--- src/rtl/ps2_key_event_fifo.sv ---
// PS/2 keyboard receiver: synchronises and filters the PS/2 pins, frames
// 11-bit PS/2 packets, decodes E0/F0 prefixes into make/break key events
// and buffers those events in a show-ahead FIFO for the CPU.
module ps2_key_event_fifo #(
  parameter int unsigned CLK_DIV       = 250,
  parameter int unsigned TIMEOUT_TICKS = 4000,
  parameter int unsigned FILTER_LEN    = 3,
  parameter int unsigned FIFO_DEPTH    = 8
) (
  input  logic                          iCLK,
  input  logic                          iRST_n,
  input  logic                          iPS2_clk,
  input  logic                          iPS2_data,
  input  logic                          iRd,
  input  logic                          iClr,
  output logic [31:0]                   oEvent,
  output logic                          oValid,
  output logic                          interrupt,
  output logic [$clog2(FIFO_DEPTH):0]   oCount,
  output logic [7:0]                    oErrCnt,
  output logic                          oOverflow
);

  localparam int unsigned DW = (CLK_DIV > 1) ? $clog2(CLK_DIV) : 1;
  localparam int unsigned FW = $clog2(FILTER_LEN + 1);
  localparam int unsigned IW = $clog2(TIMEOUT_TICKS + 1);
  localparam int unsigned AW = $clog2(FIFO_DEPTH);
  localparam int unsigned CW = AW + 1;

  typedef enum logic [1:0] {F_IDLE, F_SHIFT, F_CHECK} frame_state_t;
  typedef enum logic [1:0] {D_BASE, D_EXT, D_BRK, D_EXTBRK} dec_state_t;

  logic [1:0]    clk_s, dat_s;
  logic          clk_sync, dat_sync;
  logic [DW-1:0] div_cnt;
  logic          tick;
  logic          filt_clk;
  logic [FW-1:0] filt_cnt;
  logic          filt_flip, ps2_fall;

  frame_state_t  frame_state, frame_next;
  logic [9:0]    shreg;
  logic [3:0]    bit_cnt;
  logic [IW-1:0] idle_cnt;
  logic          frame_ok, frame_err, timeout_err;

  dec_state_t    dec_state, dec_next;
  logic          push_req, dec_err;
  logic [9:0]    push_evt;

  logic [9:0]    mem [FIFO_DEPTH];
  logic [AW-1:0] wr_ptr, rd_ptr;
  logic [CW-1:0] count;
  logic [9:0]    hold_q, head;
  logic          full, do_push, do_pop, drop;

  assign clk_sync = clk_s[1];
  assign dat_sync = dat_s[1];

  // Two-stage synchronisers for the asynchronous PS/2 pins (idle high)
  always_ff @(posedge iCLK or negedge iRST_n) begin
    if (!iRST_n) begin
      clk_s <= '1;
      dat_s <= '1;
    end else begin
      clk_s <= {clk_s[0], iPS2_clk};
      dat_s <= {dat_s[0], iPS2_data};
    end
  end

  assign tick = (div_cnt == DW'(CLK_DIV - 1));

  // Sampling tick divider
  always_ff @(posedge iCLK or negedge iRST_n) begin
    if (!iRST_n)   div_cnt <= '0;
    else if (tick) div_cnt <= '0;
    else           div_cnt <= div_cnt + DW'(1);
  end

  // The filter flips once the differing sample has been seen FILTER_LEN ticks
  // in a row; the falling edge is taken on that same tick so the frame FSM
  // samples data in step with the filter.
  assign filt_flip = tick && (clk_sync != filt_clk) &&
                     ((filt_cnt + FW'(1)) == FW'(FILTER_LEN));
  assign ps2_fall  = filt_flip && filt_clk;

  // Glitch filter on the synchronised PS/2 clock
  always_ff @(posedge iCLK or negedge iRST_n) begin
    if (!iRST_n) begin
      filt_clk <= 1'b1;
      filt_cnt <= '0;
    end else if (tick) begin
      if (clk_sync == filt_clk) begin
        filt_cnt <= '0;
      end else if (filt_flip) begin
        filt_clk <= clk_sync;
        filt_cnt <= '0;
      end else begin
        filt_cnt <= filt_cnt + FW'(1);
      end
    end
  end

  // Frame FSM state register
  always_ff @(posedge iCLK or negedge iRST_n) begin
    if (!iRST_n) frame_state <= F_IDLE;
    else         frame_state <= frame_next;
  end

  // Frame FSM next state and frame-result pulses
  always_comb begin
    frame_next  = frame_state;
    frame_ok    = 1'b0;
    frame_err   = 1'b0;
    timeout_err = 1'b0;
    case (frame_state)
      F_IDLE: begin
        if (ps2_fall && !dat_sync) frame_next = F_SHIFT;
      end
      F_SHIFT: begin
        if (ps2_fall) begin
          if (bit_cnt == 4'd10) frame_next = F_CHECK;
        end else if (tick && (idle_cnt == IW'(TIMEOUT_TICKS - 1))) begin
          timeout_err = 1'b1;
          frame_next  = F_IDLE;
        end
      end
      F_CHECK: begin
        if (tick) begin
          if (shreg[9] && (^shreg[8:0])) frame_ok  = 1'b1;
          else                           frame_err = 1'b1;
          frame_next = F_IDLE;
        end
      end
      default: frame_next = F_IDLE;
    endcase
  end

  // Frame shift register, bit counter and inter-edge idle counter
  always_ff @(posedge iCLK or negedge iRST_n) begin
    if (!iRST_n) begin
      shreg    <= '0;
      bit_cnt  <= '0;
      idle_cnt <= '0;
    end else begin
      case (frame_state)
        F_IDLE: begin
          if (ps2_fall && !dat_sync) begin
            shreg    <= '0;
            bit_cnt  <= 4'd1;
            idle_cnt <= '0;
          end
        end
        F_SHIFT: begin
          if (ps2_fall) begin
            shreg    <= {dat_sync, shreg[9:1]};
            bit_cnt  <= bit_cnt + 4'd1;
            idle_cnt <= '0;
          end else if (tick) begin
            idle_cnt <= idle_cnt + IW'(1);
          end
        end
        default: ;
      endcase
    end
  end

  // Decoder FSM state register
  always_ff @(posedge iCLK or negedge iRST_n) begin
    if (!iRST_n) dec_state <= D_BASE;
    else         dec_state <= dec_next;
  end

  // Prefix decoder: E0 marks extended, F0 marks break, 00/FF are overruns
  always_comb begin
    dec_next = dec_state;
    push_req = 1'b0;
    dec_err  = 1'b0;
    push_evt = {(dec_state == D_BRK) || (dec_state == D_EXTBRK),
                (dec_state == D_EXT) || (dec_state == D_EXTBRK),
                shreg[7:0]};
    if (frame_ok) begin
      case (shreg[7:0])
        8'hE0: begin
          if (dec_state == D_BASE)     dec_next = D_EXT;
          else if (dec_state == D_BRK) dec_next = D_EXTBRK;
        end
        8'hF0: begin
          if (dec_state == D_BASE)     dec_next = D_BRK;
          else if (dec_state == D_EXT) dec_next = D_EXTBRK;
        end
        8'h00, 8'hFF: begin
          dec_err  = 1'b1;
          dec_next = D_BASE;
        end
        default: begin
          push_req = 1'b1;
          dec_next = D_BASE;
        end
      endcase
    end
  end

  assign full    = (count == CW'(FIFO_DEPTH));
  assign do_pop  = iRd && (count != '0);
  assign do_push = push_req && (!full || do_pop);
  assign drop    = push_req && full && !do_pop;

  // Event FIFO storage, pointers and occupancy
  always_ff @(posedge iCLK or negedge iRST_n) begin
    if (!iRST_n) begin
      for (int unsigned i = 0; i < FIFO_DEPTH; i++) mem[i] <= '0;
      wr_ptr <= '0;
      rd_ptr <= '0;
      count  <= '0;
      hold_q <= '0;
    end else begin
      if (do_push) begin
        mem[wr_ptr] <= push_evt;
        wr_ptr      <= wr_ptr + AW'(1);
      end
      if (do_pop) begin
        hold_q <= mem[rd_ptr];
        rd_ptr <= rd_ptr + AW'(1);
      end
      if (do_push && !do_pop)      count <= count + CW'(1);
      else if (do_pop && !do_push) count <= count - CW'(1);
    end
  end

  // Error counter and sticky overflow; software clear has priority
  always_ff @(posedge iCLK or negedge iRST_n) begin
    if (!iRST_n) begin
      oErrCnt   <= '0;
      oOverflow <= 1'b0;
    end else if (iClr) begin
      oErrCnt   <= '0;
      oOverflow <= 1'b0;
    end else begin
      if ((frame_err || timeout_err || dec_err) && (oErrCnt != 8'hFF))
        oErrCnt <= oErrCnt + 8'd1;
      if (drop) oOverflow <= 1'b1;
    end
  end

  assign oValid    = (count != '0);
  assign interrupt = oValid;
  assign oCount    = count;
  assign head      = oValid ? mem[rd_ptr] : hold_q;
  assign oEvent    = {22'd0, head};

endmodule

--- config.mk ---
export PLATFORM = sky130hd
export DESIGN_NAME = ps2_key_event_fifo
export DESIGN_NICKNAME = d
export VERILOG_FILES = /design/src/rtl/ps2_key_event_fifo.sv
export SDC_FILE = /design/constraint.sdc
export NUM_CORES = 1
export LEC_CHECK = 0
export CAP_MARGIN = 5
export CORE_MARGIN = 2
export CORE_UTILIZATION = 54
export DETAILED_ROUTE_END_ITERATION = 8
export GPL_ROUTABILITY_DRIVEN = 0
export PLACE_DENSITY = 0.89
export SLEW_MARGIN = 10
export SYNTH_ARGS = -nofsm -noshare
export SYNTH_HDL_FRONTEND = slang
export SYNTH_SLANG_ARGS = --single-unit
--- constraint.sdc ---
create_clock -name iCLK -period 3.3 [get_ports iCLK]
set_clock_uncertainty 0.2 [all_clocks]
set_input_delay 0.66 -clock iCLK [delete_from_list [all_inputs] [get_ports iCLK]]
set_output_delay 0.66 -clock iCLK [all_outputs]
set_load 0.02 [all_outputs]
==> results.tsv, run 1 <==
metric	value	unit
Via Count	5181	
Finished Layout Cells	871	
TritonCTS Buffers	17	
CP Launch Type	flop	
delay-heaviest family, CP	XOR/XNOR gates	
Max Cap Viol	0	
worst hold path class	reg -> reg	
row count	43	
Crit Reg-Reg Startpoint	shreg[4]$_DFFE_PN0P_	
Hold Vio Cnt, Final	0	
Combinational Power Share	2.0	%
final wirelength	16.34	mm
Post-Synth XOR/XNOR Area	2.746	%
Worst path slowest cell	dfrtp_2	
post-synthesis simple-gate area fraction	12.52	%
Worst Setup EP	oCount[3]$_DFFE_PN0P_	
GR Layer Usage met1	28.69	%
# port buffers	30	
CTS clk-pin slew, worst paths	0.06	ns
Hold Slack	0.1565	ns
Mean Syn Cell Area	12.33	um2
Global Route met2 Usage	39.99	%
WP buf/inv	3	
main combinational cell family by area after synthesis	multiplexers	
maximum clock path buffer count	2	
die area	15410	um2
clk sinks	154	
run status	finished, final reports clean	
critical path arrival	3.28	ns
max-slew violation count	0	
RR Endpoint	oCount[3]$_DFFE_PN0P_	
Max rail drop VDD	0.4136	mV
most common cell after layout, fill and taps aside	dfrtp_1	
Die X	124.1	um
dpl hpwl	11.03	mm
Internal Power	3.026	mW
Cells after Synth	632	
GRT overflow	0	
Main synth FF type	dfrtp_1	
post-synthesis adder-cell area fraction	3.629	%
f_max	315.3	MHz
CTS tree	yes	
Worst Tran Pin Value	0.8764	ns
placed cell count	839	
Data required, critical path	3.41	ns
Critical Path Source	shreg[4]$_DFFE_PN0P_	
GRT Max-Usage Layer	met2	
Starting DRT DRC Count	361	
mux share of post-synthesis cell area	20.41	%
Synth Warn #	0	
LEAKAGE	4.141	nW
Area Overhead vs Synth	14.79	%
die height	124.1	um
sequential area share after synthesis	49.53	%
cells on worst reg2reg path	15	
initial antenna violation count	0	
CP endpoint kind	flop	
most frequent cells in the layout	146 x dfrtp_1, 79 x mux2_2, 37 x nor2_1	
slowest stage delay, CP	0.41	ns
htree depth	4	
Core ar.	13990	um2
CP Depth	15	
post-synth cell types	64	
DR pass1 iterations	6	
crit path cell chain	inv_2 > ha_1 > xnor3_1 > xnor2_2 > and3_2 > nand3b_4 > inv_2 > ha_4 > inv_2 > ha_4 > a21o_1 > a21oi_2 > xnor2_1 > nor2_1 > xor2_1	
EDFF count, synth	0	
GR Layer Usage met3	4.945	%
Compound-Gate Fraction of Synth Area	6.551	%
total power	3.850	mW
Routed Antenna Nets	0	
P_sw	0.8238	mW
Reg2Reg Setup Slack	0.13	ns
share of cells above drive strength 1	29.52	%
via count of the first global-routing pass	5403	
NumNets Final	707	
GRT Util Overall	23.38	%
relative slew slack	41.51	%
Async SR Flop Fraction	100.0	%
crit-path most repeated cell	inv_2	
worst-skew pair later-pin latency	0.43	ns
Sw Ratio	21.40	%
clk root buf	clkbuf_16	
CP Max Fanout	4	
total I/O pin count	53	
largest net degree at the start of global routing	55	
final setup violation count	0	
Setup CP Type	reg -> reg	
PD cells	430.4	nW/um2
Avg WL per Cell	18.76	um
DRC	0	
fraction of power consumed by sequential logic	49.2	%
first-pass GRT wire length	27.17	mm
Initial Utilization	55.71	%
Post-Syn Area	7792	um2
final critical-path required period	3.172	ns
DR vias/cell	5.948	
Final Cycle Share	96.11	%
Clock power frac	48.8	%
Antenna diodes	0	
FF+latch count, synth	154	
RSZ-0062 raised after global routing	false	
==> metal layers <==
layer	share of wire, %	up-vias
met4	2.4	0
met2	52	154
met3	5.0	38
li1	-	2355
met1	40	2634
met5	0	-
==> cell families (layout without fill, tap and decap cells) <==
group                      count (synthesis)  after routing
and+or+nand+nor                          165            165
DFF                                      154            154
muxes                                    119            119
AOI/OAI and AO/OA                         83             83
buffers and inverters                     66            104
adders and majority gates                 22             22
xor gates and xnor gates                  22             22
other                                      1             22
==> state kept, by name, summed over array words and instances (netlist names) <==
signal and flops:
div_cnt 8, mem 80, oCount 4, shreg 10, dat_s 2, dec_state 2
idle_cnt 12, filt_clk 1, clk_s 2, hold_q 10, frame_state 2, filt_cnt 2
oOverflow 1, wr_ptr 3, bit_cnt 4, rd_ptr 3, oErrCnt 8
==> synthesized netlist by cell type, types with 3 or more instances <==
| cell type | number | area share, % |
|---|---|---|
| a211oi_1 | 3 | 0.29 |
| a21o_1 | 3 | 0.29 |
| a21oi_1 | 18 | 1.2 |
| a22o_1 | 4 | 0.45 |
| and3_1 | 7 | 0.56 |
| and4_1 | 5 | 0.56 |
| buf_1 | 3 | 0.14 |
| buf_2 | 4 | 0.26 |
| buf_4 | 23 | 2.2 |
| clkbuf_1 | 16 | 0.77 |
| dfrtp_1 | 149 | 48 |
| dfstp_2 | 5 | 1.7 |
| ha_1 | 21 | 3.4 |
| inv_1 | 17 | 0.82 |
| mux2_2 | 79 | 11 |
| mux2_4 | 10 | 1.9 |
| mux2i_1 | 10 | 1.3 |
| mux4_2 | 20 | 5.8 |
| nand2_1 | 36 | 1.7 |
| nand2b_1 | 3 | 0.24 |
| nand3_1 | 19 | 1.2 |
| nand3_4 | 6 | 1.3 |
| nand3b_1 | 3 | 0.29 |
| nor2_1 | 37 | 1.8 |
| nor2b_1 | 9 | 0.72 |
| nor3_1 | 5 | 0.32 |
| nor4_1 | 8 | 0.64 |
| nor4b_1 | 5 | 0.56 |
| nor4bb_1 | 3 | 0.39 |
| o21ai_0 | 28 | 1.8 |
| o22ai_1 | 9 | 0.72 |
| o31ai_1 | 4 | 0.39 |
| xnor2_1 | 16 | 1.8 |
| xor2_1 | 4 | 0.45 |
==> through the flow <==
stage	utilization, %	setup TNS, ns	setup slack (ns)	cell area [um2]
2_1_floorplan	-	0	0.009637	7928
3_3_place_gp	59.77	0	0.09696	8361
3_5_place_dp	59.77	-0.1357	-0.1357	8361
4_1_cts	63.94	0	0.09378	8944
5_1_grt	63.94	0	0.01654	8945
6_report	63.94	0	0.1282	8945
==> power by group through the flow <==
stage | Sequential, mW | Combinational, mW | Clock [mW]
after global placement | 1.93 | 0.0736 | 0
after CTS | 1.89 | 0.0787 | 1.91
after floorplan | 1.93 | 0.0464 | 0
after detailed placement | 1.93 | 0.0771 | 0
after global routing | 1.89 | 0.0886 | 1.99
final | 1.90 | 0.0759 | 1.88
==> layout make-up <==
cell class	count	area, um2
timing repair buffer	56	511.7
clock buffer	18	439.2
multi-input combinational	433	3714
inverter	17	63.81
fill	1009	5044
clock inverter	13	127.6
tap	180	225.2
sequential	154	3864
==> worst min-delay path by stage <==
stage                               to  slack, ns          startpoint  cells after the start
floorplan           clk_s[1]$_DFF_PN1_       0.15  clk_s[0]$_DFF_PN1_                      0
global placement    dat_s[1]$_DFF_PN1_       0.15  dat_s[0]$_DFF_PN1_                      0
detailed placement  clk_s[1]$_DFF_PN1_       0.15  clk_s[0]$_DFF_PN1_                      0
CTS                 clk_s[1]$_DFF_PN1_       0.16  clk_s[0]$_DFF_PN1_                      0
global route        dat_s[1]$_DFF_PN1_       0.16  dat_s[0]$_DFF_PN1_                      0
finish              clk_s[1]$_DFF_PN1_       0.16  clk_s[0]$_DFF_PN1_                      0
==> repair_timing <==
action	4_1_cts	5_1_grt
hold buffers	1	0
resized for setup	15	1
pin swaps	0	0
setup endpoints to repair	10	1
endpoints found under the hold margin	45	0
buffers inserted	0	0
No activity file was read; power rests on OpenSTA's default activity.
==> run 2: changes to the inputs <==
Settings changed: CORE_UTILIZATION 54 to 55, CTS_BUF_LIST set to sky130_fd_sc_hd__clkbuf_8, PLACE_DENSITY 0.89 to 0.9.
==> run 2 against run 1 <==
- clock power shrank 23%
- setup slack gained 0.032 ns
- register-to-register slack gained 0.04 ns
- non-clock buffer count shrank 1
- first-iteration DRC count grew 40%
==> results.tsv, run 2 (same netlist as run 1, synthesis figures left out) <==
metric	value	unit
Max Cap Viol	0	
most common cell after layout, fill and taps aside	dfrtp_1	
DRC	0	
first-pass GRT wire length	26.48	mm
most frequent cells in the layout	146 x dfrtp_1, 79 x mux2_2, 37 x nor2_1	
Data required, critical path	2.44	ns
final critical-path required period	3.140	ns
final setup violation count	0	
placed cell count	838	
worst-skew pair later-pin latency	0.47	ns
Setup CP Type	reg -> out	
f_max	318.5	MHz
Initial Utilization	56.14	%
run status	finished, final reports clean	
Avg WL per Cell	18.12	um
RSZ-0062 raised after global routing	false	
clk sinks	154	
NumNets Final	706	
clk root buf	clkbuf_8	
CP endpoint kind	output port	
row count	43	
final wirelength	15.78	mm
Via Count	5168	
maximum clock path buffer count	2	
max-slew violation count	0	
GRT Util Overall	22.87	%
worst hold path class	reg -> reg	
Reg with most FFs	mem	
dpl hpwl	11.04	mm
DR vias/cell	5.933	
Core ar.	13880	um2
Hold Slack	0.1567	ns
PD cells	388.6	nW/um2
Worst Tran Pin Value	0.8918	ns
Routed Antenna Nets	0	
# port buffers	30	
Area Overhead vs Synth	12.56	%
DR pass1 iterations	4	
largest net degree at the start of global routing	73	
via count of the first global-routing pass	5342	
Post-CTS Setup Bufs	0	
share of cells above drive strength 1	29.52	%
die area	15140	um2
Starting DRT DRC Count	505	
die height	123.0	um
htree depth	4	
TritonCTS Buffers	17	
Die X	123.0	um
LEAKAGE	4.059	nW
Antenna diodes	0	
initial antenna violation count	0	
CTS tree	yes	
Final Cycle Share	95.16	%
Finished Layout Cells	871	
total power	3.408	mW
CP Launch Type	flop	
CP Max Fanout	22	
CTS clk-pin slew, worst paths	0.08	ns
GRT overflow	0	
relative slew slack	39.01	%
max FFs per register	80	
critical path arrival	2.28	ns
Max rail drop VDD	0.2426	mV
total I/O pin count	53	
Top Registers	mem x80, idle_cnt x12	
Hold Vio Cnt, Final	0	
==> run 2: cell count changes in the layout (fill, tap and decap cells not counted), sizes merged <==
cell      before  now
inv           18   23
clkinv         8    6
buf           26   25
clkinvlp       2    1
clkbuf        18   17
==> run 2: power breakdown <==
part | switching, mW | total [mW] | internal (mW) | leakage (nW)
Combinational | 0.0630 | 0.0745 | 0.0116 | 1.74
Sequential | 0.00174 | 1.89 | 1.89 | 2.12
Clock | 0.755 | 1.44 | 0.687 | 0.205
==> run 2: worst paths after layout <==
kind / cells past startpoint / start / slack (ns) / to
worst max-delay path: 5 / rd_ptr[0]$_DFFE_PN0P_ / 0.16 / oEvent[5]
worst min-delay path: 0 / clk_s[0]$_DFF_PN1_ / 0.16 / clk_s[1]$_DFF_PN1_
worst max register to register: 15 / shreg[4]$_DFFE_PN0P_ / 0.17 / oCount[3]$_DFFE_PN0P_
worst min register to register: 0 / clk_s[0]$_DFF_PN1_ / 0.16 / clk_s[1]$_DFF_PN1_
max in group asynchronous: 3 / iRST_n / 1.55 / mem[28]$_DFFE_PN0P_
min in group asynchronous: 2 / iRST_n / 0.49 / hold_q[4]$_DFFE_PN0P_
==> run 2: layer usage <==
| layer | wire, um | vias to the layer above | global-route usage [%] |
|---|---|---|---|
| li1 | - | 2347 | - |
| met1 | 6618 | 2639 | 28.28 |
| met2 | 8242 | 154 | 38.98 |
| met3 | 634 | 28 | 5.673 |
| met4 | 286 | 0 | 8.523 |
| met5 | 0 | - | 0 |
==> run 2: timing repair <==
| action | in CTS | in global routing |
|---|---|---|
| gates resized for setup | 15 | 2 |
| setup endpoints to repair | 10 | 1 |
| pin swaps | 0 | 1 |
| hold buffers | 1 | 0 |
| endpoints found under the hold margin | 46 | 0 |
==> run 2: worst max-delay path, stage by stage, from the launching register on <==
cell           delay (ns)
dfrtp_1              0.38
buf_12               0.22
mux4_2               0.55
mux2i_2              0.24
a21oi_1              0.10
dlygate4sd2_1        0.32
==> run 2: final cells by class <==
type | count | area (um2)
Clock buffer | 17 | 234.0
Fill cell | 1018 | 5110
Sequential cell | 154 | 3864
Multi-Input combinational cell | 433 | 3717
Clock inverter | 15 | 162.7
Inverter | 17 | 63.81
Timing Repair Buffer | 55 | 504.2
Tap cell | 180 | 225.2
==> run 2: per-stage QoR <==
step | utilization [%] | worst slack (ns) | area [um2] | TNS [ns]
floorplan | - | 0.009637 | 7928 | 0
global placement | 60.18 | 0.09471 | 8353 | 0
detailed placement | 60.18 | -0.05645 | 8353 | -0.05645
CTS | 63.15 | 0.07003 | 8766 | 0
global route | 63.19 | 0.004921 | 8771 | 0
finish | 63.19 | 0.1598 | 8771 | 0
